File: config.mk
export PLATFORM = sky130hd
export DESIGN_NAME = sample_bank_db
export DESIGN_NICKNAME = d
export VERILOG_FILES = /design/src/rtl/data_org_pkg.sv /design/src/rtl/sample_bank_decoder.sv /design/src/rtl/sample_bank_db.sv
export SDC_FILE = /design/constraint.sdc
export NUM_CORES = 2
export LEC_CHECK = 0
export CORE_MARGIN = 5
export CORE_UTILIZATION = 40
export CTS_CLUSTER_DIAMETER = 200
export DETAILED_ROUTE_END_ITERATION = 16
export GPL_ROUTABILITY_DRIVEN = 0
export PLACE_DENSITY = 0.74
export SYNTH_ARGS = -nofsm -noshare
export SYNTH_HDL_FRONTEND = slang
export SYNTH_SLANG_ARGS = --single-unit
File: constraint.sdc
create_clock -name clk -period 2.2 [get_ports clk]
set_clock_uncertainty 0.2 [all_clocks]
set_input_delay 0.44 -clock clk [delete_from_list [all_inputs] [get_ports clk]]
set_output_delay 0.44 -clock clk [all_outputs]
set_load 0.02 [all_outputs]
File: src/rtl/data_org_pkg.sv
// Shared sizing defaults and helpers for the sample bank.
package data_org_pkg;

    localparam int unsigned DEF_DATA_W   = 11;
    localparam int unsigned DEF_CHANNELS = 64;
    localparam int unsigned FRAME_CNT_W  = 16;

    // Ceiling log2, usable in constant expressions.
    function automatic int unsigned clog2(input int unsigned value);
        int unsigned result;
        result = 0;
        for (int unsigned i = 0; i < 32; i++) begin
            if ((64'd1 << i) < 64'(value)) begin
                result = i + 1;
            end
        end
        return result;
    endfunction

endpackage

File: src/rtl/sample_bank_decoder.sv
// Write address decoder: one-hot channel enable plus out-of-range flag.
module sample_bank_decoder
    import data_org_pkg::*;
#(
    parameter int unsigned CHANNELS = DEF_CHANNELS,
    parameter int unsigned ADDR_W   = clog2(CHANNELS)
) (
    input  logic                valid_i,
    input  logic [ADDR_W-1:0]   addr_i,
    output logic [CHANNELS-1:0] wr_en_c_o,
    output logic                range_err_c_o
);

    // Decode the address against every channel and flag writes past the end.
    always_comb begin
        wr_en_c_o     = '0;
        range_err_c_o = 1'b0;
        for (int unsigned k = 0; k < CHANNELS; k++) begin
            wr_en_c_o[k] = valid_i && (32'(addr_i) == k);
        end
        range_err_c_o = valid_i && (32'(addr_i) >= CHANNELS);
    end

endmodule

File: src/rtl/sample_bank_db.sv
// Double-buffered sample bank: writes land in a shadow bank, and a commit
// copies the whole shadow bank (including a same-cycle write) to the active
// bank that drives the parallel output.
module sample_bank_db
    import data_org_pkg::*;
#(
    parameter int unsigned DATA_W      = DEF_DATA_W,
    parameter int unsigned CHANNELS    = DEF_CHANNELS,
    parameter int unsigned AUTO_COMMIT = 1
) (
    input  logic                          clk,
    input  logic                          rst_n,
    input  logic                          wr_valid,
    input  logic [clog2(CHANNELS)-1:0]    wr_addr,
    input  logic [DATA_W-1:0]             wr_data,
    input  logic                          frame_end,
    output logic [CHANNELS*DATA_W-1:0]    signals,
    output logic                          frame_valid,
    output logic [CHANNELS-1:0]           fill_mask,
    output logic                          addr_err,
    output logic [FRAME_CNT_W-1:0]        frame_cnt
);

    localparam int unsigned ADDR_W = clog2(CHANNELS);

    logic [DATA_W-1:0]      shadow_q [CHANNELS];
    logic [DATA_W-1:0]      shadow_d [CHANNELS];
    logic [DATA_W-1:0]      active_q [CHANNELS];
    logic [DATA_W-1:0]      active_d [CHANNELS];
    logic [CHANNELS-1:0]    fill_q;
    logic [CHANNELS-1:0]    fill_d;
    logic                   frame_valid_q;
    logic                   frame_valid_d;
    logic                   addr_err_q;
    logic                   addr_err_d;
    logic [FRAME_CNT_W-1:0] frame_cnt_q;
    logic [FRAME_CNT_W-1:0] frame_cnt_d;

    logic [CHANNELS-1:0]    wr_en_c;
    logic                   range_err_c;
    logic [CHANNELS-1:0]    filled_c;
    logic                   commit_c;

    sample_bank_decoder #(
        .CHANNELS (CHANNELS),
        .ADDR_W   (ADDR_W)
    ) u_decoder (
        .valid_i       (wr_valid),
        .addr_i        (wr_addr),
        .wr_en_c_o     (wr_en_c),
        .range_err_c_o (range_err_c)
    );

    // Next-state: shadow update, commit detection and bank transfer.
    always_comb begin
        shadow_d      = shadow_q;
        active_d      = active_q;
        filled_c      = fill_q | wr_en_c;
        fill_d        = filled_c;
        frame_cnt_d   = frame_cnt_q;
        commit_c      = frame_end || ((AUTO_COMMIT != 0) && (&filled_c));
        frame_valid_d = commit_c;
        addr_err_d    = range_err_c;

        for (int unsigned k = 0; k < CHANNELS; k++) begin
            if (wr_en_c[k]) begin
                shadow_d[k] = wr_data;
            end
        end

        // Commit sees the shadow bank with this cycle's write already merged.
        if (commit_c) begin
            active_d    = shadow_d;
            fill_d      = '0;
            frame_cnt_d = frame_cnt_q + FRAME_CNT_W'(1);
        end
    end

    // State registers with asynchronous clear of both banks and all flags.
    always_ff @(posedge clk or negedge rst_n) begin
        if (!rst_n) begin
            for (int unsigned k = 0; k < CHANNELS; k++) begin
                shadow_q[k] <= '0;
                active_q[k] <= '0;
            end
            fill_q        <= '0;
            frame_valid_q <= 1'b0;
            addr_err_q    <= 1'b0;
            frame_cnt_q   <= '0;
        end else begin
            shadow_q      <= shadow_d;
            active_q      <= active_d;
            fill_q        <= fill_d;
            frame_valid_q <= frame_valid_d;
            addr_err_q    <= addr_err_d;
            frame_cnt_q   <= frame_cnt_d;
        end
    end

    // Flatten the active bank onto the parallel output bus.
    always_comb begin
        signals = '0;
        for (int unsigned k = 0; k < CHANNELS; k++) begin
            signals[k*DATA_W +: DATA_W] = active_q[k];
        end
    end

    assign frame_valid = frame_valid_q;
    assign fill_mask   = fill_q;
    assign addr_err    = addr_err_q;
    assign frame_cnt   = frame_cnt_q;

endmodule

Yosys cells after proc, flatten, opt, wreduce, memory -nomap -nowiden
Index checks and enable logic that the tools add are counted.
Widths: inputs -> output; s select.
{ "totals": {"reg_bits": 1489, "inputBits": 21, "output_inout_bits": 786, "elab_cells": 328} }
{ "op_classes": {"n_addsub": 1, "n_eq_ne": 63, "muxes": 65, "bitwise_logic": 1, "reduce_logical": 67} }
{ "op_table": {"columns": ["operator", "n"], "rows": [
  ["$mux 11", 64],
  ["$eq 6x6->1 const B", 32],
  ["$eq 6x5->1 const B", 16],
  ["$logic_and 1x1->1", 64],
  ["$mux 64", 1],
  ["$or 64x64->64", 1],
  ["$reduce_and 64->1", 1],
  ["$eq 6x4->1 const B", 8],
  ["$eq 6x3->1 const B", 4],
  ["$add 16x1->16 const B", 1],
  ["$eq 6x2->1 const B", 2],
  ["$eq 6x1->1 const B", 1],
  ["$logic_not 6->1", 1],
  ["$logic_or 1x1->1", 1]
]} }

Depth between registers and ports, before layout
{ "logic_depth": {"depth_word": 6, "ltp_mapped": 12, "depth_no_buf": 7} }

Hierarchy
From an unflattened synthesis, not the netlist that was laid out.
{ "unflattened": {"cells_unflattened": 3411, "hier_area_um2": 55828.5} }
{ "modules_own_cells": {"columns": ["mod", "instances", "cells_per_inst", "area_each_um2", "seq_area_each_um2"], "rows": [
  ["sample_bank_db", 1, 3316, 55358.1, 37285.8],
  ["sample_bank_decoder", 1, 95, 470.5, 0.0]
]} }

Least setup slack after synthesis
Ideal clock, no wire load.
{ "synth_path": {"kind": "input port to flip-flop", "start": "in wr_addr[3]", "end": "reg active_q (netlist bit signals[100])", "t_arrival_ps": 2837, "required_time_ps": 1875, "path_slack_ps": -961, "stages": 11, "cell_sequence": "buf_4 -> buf_2 -> nor4b_4 -> a21oi_1 -> nor4_1 -> nand4_1 -> o41ai_2 -> buf_4 -> buf_6 -> buf_6 -> mux2_2"} }
{ "synth_between": {"elab_chain_len": 5, "word_cells_on_any_way": 132} }
{ "synth_lines": {"columns": ["item", "line_no", "text"], "rows": [
  ["start, declared", "sample_bank_db.sv:14", "input logic [clog2(CHANNELS)-1:0] wr_addr,"],
  ["$eq 6x1->1 (tied with other cells)", "sample_bank_decoder.sv:19", "wr_en_c_o[k] = valid_i && (32'(addr_i) == k);"],
  ["$logic_and 1x1->1", "sample_bank_decoder.sv:19", null],
  ["$or 64x64->64", "sample_bank_db.sv:58", "filled_c = fill_q | wr_en_c;"],
  ["$reduce_and 64->1", "sample_bank_db.sv:61", "commit_c = frame_end || ((AUTO_COMMIT != 0) && (&filled_c));"],
  ["$logic_or 1x1->1", "sample_bank_db.sv:61", null],
  ["end signal, assigned", "sample_bank_db.sv:92", "active_q <= active_d;"],
  ["end, declared", "sample_bank_db.sv:28", "logic [DATA_W-1:0] active_q [CHANNELS];"]
]} }
Several ways; a longest one is shown, not always the timed one.
A chain may end at the register's enable or synchronous reset.

Final worst setup path
{ "layout_path": {"start": "in wr_addr[1]", "end": "reg active_q (netlist bit signals[328])"} }
The elaborated chain is that of the path after synthesis.

==> impl_metrics.yaml <==
drt:
  routed.top_layer: "met5"
  drcViolationCount: 0
  routedWlPerCell_um: 27.2
  wl_um: 181000
  drt_iter0_markers: 2189
  viasPerCell: 5.24
  first_pass_iters: 7
  vias: 34900
  wl_met3_um: 12700
  ant_nets: 0
  wl_met1_um: 77300
  met2_length_um: 84200
place:
  io_buffers: 805
  place_inst: 6246
  place_area_sq_mm: 0.0701
  dpl.hpwl_um: 116000
cells_and_area:
  drive_gt1_share_pct: 45.8
  nets: 4688
  syn2layout_area_growth_pct: 41.0
  fin_area_sq_mm: 0.0791
  final_cell_count_no_fill: 6667
clock_tree:
  cts.htree.levels: 4
  cts_buffers: 152
  insertion_delay_ns: 0.78
  clk_pin_slew_ns: 0.06
  cts_tree: "yes"
  clockBufferDepth: 3
  cts-root-buf: "clkbuf_16"
  clkSinkCount: 1489
logic_synthesis:
  synthArstFlopShare_pct: 100
  yosys.cell_types.count: 32
  avgSynthCellArea_sq_um: 16.3
  ys_seq_area_share_pct: 66.4
  synth_edf_count: 0
  synthTopCellsByCount: "dfrtp_1 (1489), mux2_2 (1349), clkbuf_1 (114)"
  synthFlopType: "dfrtp_1"
  synth.largest_area_cell: "dfrtp_1"
  synth_nets: 3457
  synth_seq_cells: 1489
  synth_area_leaders: "dfrtp_1 (66%), mux2_2 (27%), mux2_1 (1.2%)"
  netlist_area_sq_mm: 0.0561
  syn_inst: 3435
  synth.top_cell.area_share_pct: 66.4
  yosysWarnings: 0
  synth_most_common_cell: "dfrtp_1"
min_path:
  hp-class: "input pin to asynchronous set/reset pin"
floorplan:
  rows: 137
  coreArea_sq_mm: 0.140
  fp.dieArea_sq_mm: 0.148
  die_h_um: 385
  initial_core_util_pct: 40.2
  die_w_um: 385
  pin_count: 807
power_and_ir_drop:
  power_density_mw_per_mm2: 941
  vdd_ir_drop_max_mv: 0.700
  p_leak_nw: 37.9
  p_total_w: 0.0745
grt:
  antenna_found_initial: 5
  overflow: 0
  grt_pass1_vias: 36800
  grt_pass1_wl_um: 252000
  grt_max_degree: 76
  grtUsageTotal_pct: 23.0
setup_path:
  cp_max_fo: 33
  cp.required_ns: 2.67
  worst_ep_arrival_time_ns: 3.62
  cp-start-kind: "input pin"
  path_class: "input pin to flop"
  crit_path_end_kind: "flop"
timing:
  drv_slew: 0
  finalSetupViolCount: 1570
  fin_ws_ns: -0.950
  final.min_clock_period_ns: 3.15
  hold_violations: 0
  slew_headroom_pct: 61.2
  rsz0062_at_grt: "yes"
  worst_hold_slack_ns: 0.0720
  worst_pin_slew_ns: 0.582
  fmax_ghz: 0.317
  fin_crit_sh_pct: 143
run_status:
  violations: "negative setup slack"
  status: "finished, violations left"
run:
  max_cap_violations: 0
-- through the flow --
stage                     setup TNS, ns  setup WS [ns]  utilization [%]
after global placement         -1988.69          -2.17             50.2
after CTS                       -736.95         -0.743             55.0
after global routing            -887.95         -0.942             56.7
after floorplan                 -666.77         -0.863                -
after detailed placement       -2011.04          -2.20             50.2
final                           -842.30         -0.950             56.7
-- area by class of cell --
cell class                 count  area, sq um
multi-input combinational   1691        19000
sequential                  1489        37300
antenna                        5         12.5
clock inverter                40          473
inverter                       1         3.75
tap                         1876         2350
timing repair buffer        1331        15500
clock buffer                 234         4520
fill                       10500        60400
-- what timing repair did --
item,in CTS,in global routing
setup endpoints to repair,1572,1570
pin swaps,24,12
hold buffers,10,0
setup buffers,49,28
cloned,20,39
endpoints found under the hold margin,1056,0
resized for setup,178,316
-- critical path: stages --
cell	delay (ns)
buf_12	0.11
buf_12	0.14
buf_6	0.12
nor4b_4	0.27
buf_6	0.21
a21oi_1	0.12
nor4_1	0.40
nand4_1	0.20
o41ai_4	0.43
buf_6	0.20
buf_16	0.15
buf_16	0.17
buf_16	0.22
mux2_2	0.36
-- where the power goes --
part / internal (W) / switching [W]
registers: 0.0312 / 0.00242
logic: 0.00797 / 0.00717
clock network: 0.0147 / 0.0110
total: 0.0539 / 0.0206
-- flip-flops by register name, indices dropped and copies added, names as in the netlist --
| signal | cells |
|---|---|
| shadow_q | 704 |
| signals | 704 |
| fill_mask | 64 |
| frame_cnt | 16 |
| frame_valid | 1 |
-- per-layer routing --
layer,global-route usage [%],vias to the layer above
li1,-,14500
met1,31.0,18700
met2,36.4,1322
met3,5.76,338
met4,8.45,4
met5,0,-
-- layout by cell type, fill, tap and decap left out, types with 3 or more instances in the layout --
| cell type | instances |
|---|---|
| and3_1 | 6 |
| nor4bb_4 | 6 |
| and4b_1 | 4 |
| clkbuf_1 | 47 |
| inv_6 | 4 |
| xnor2_1 | 14 |
| nand2_1 | 47 |
| mux2_4 | 323 |
| clkinv_8 | 5 |
| diode_2 | 5 |
| buf_16 | 36 |
| clkdlybuf4s50_1 | 786 |
| buf_12 | 161 |
| a21oi_2 | 17 |
| buf_6 | 32 |
| mux2_2 | 1048 |
| nand4_1 | 11 |
| nor4_4 | 4 |
| nor4_2 | 11 |
| clkbuf_16 | 186 |
| buf_8 | 18 |
| a21oi_1 | 40 |
| dfrtp_1 | 1488 |
| buf_4 | 256 |
| nor2_1 | 81 |
| nand4b_1 | 4 |
| mux2_1 | 38 |
| nor4b_4 | 4 |
| nor2_2 | 3 |
| a21oi_4 | 7 |
| clkbuf_8 | 30 |
| dlygate4sd3_1 | 10 |
| bufinv_16 | 4 |
| clkinv_2 | 20 |
| inv_16 | 3 |
| nand3_1 | 6 |
-- final timing paths --
path,start,to,slack (ns),cells past startpoint
setup / recovery,wr_addr[1],signals[328],-0.95,14
hold reg to reg,signals[564],signals[564],0.28,1
min in group clk,wr_data[6],shadow_q[457],0.07,3
hold / removal,rst_n,shadow_q[474],0.07,2
max in group asynchronous,rst_n,signals[519],0.55,3
setup reg to reg,fill_mask[30],signals[328],-0.79,9
-- cells by family (layout without fill, tap and decap cells) --
family | after synthesis | count (layout) | synth area share [%]
DFF | 1489 | 1489 | 66.4
adders and majority gates | 1 | 1 | 0.0223
other | 1 | 6 | 0.00668
and+or+nand+nor | 200 | 200 | 1.91
AOI/OAI and AO/OA | 65 | 65 | 0.600
buffers and inverters | 255 | 1606 | 2.56
muxes | 1409 | 1409 | 28.3
xor gates and xnor gates | 15 | 15 | 0.234
Note: power is estimated with default switching activity, not from simulation.
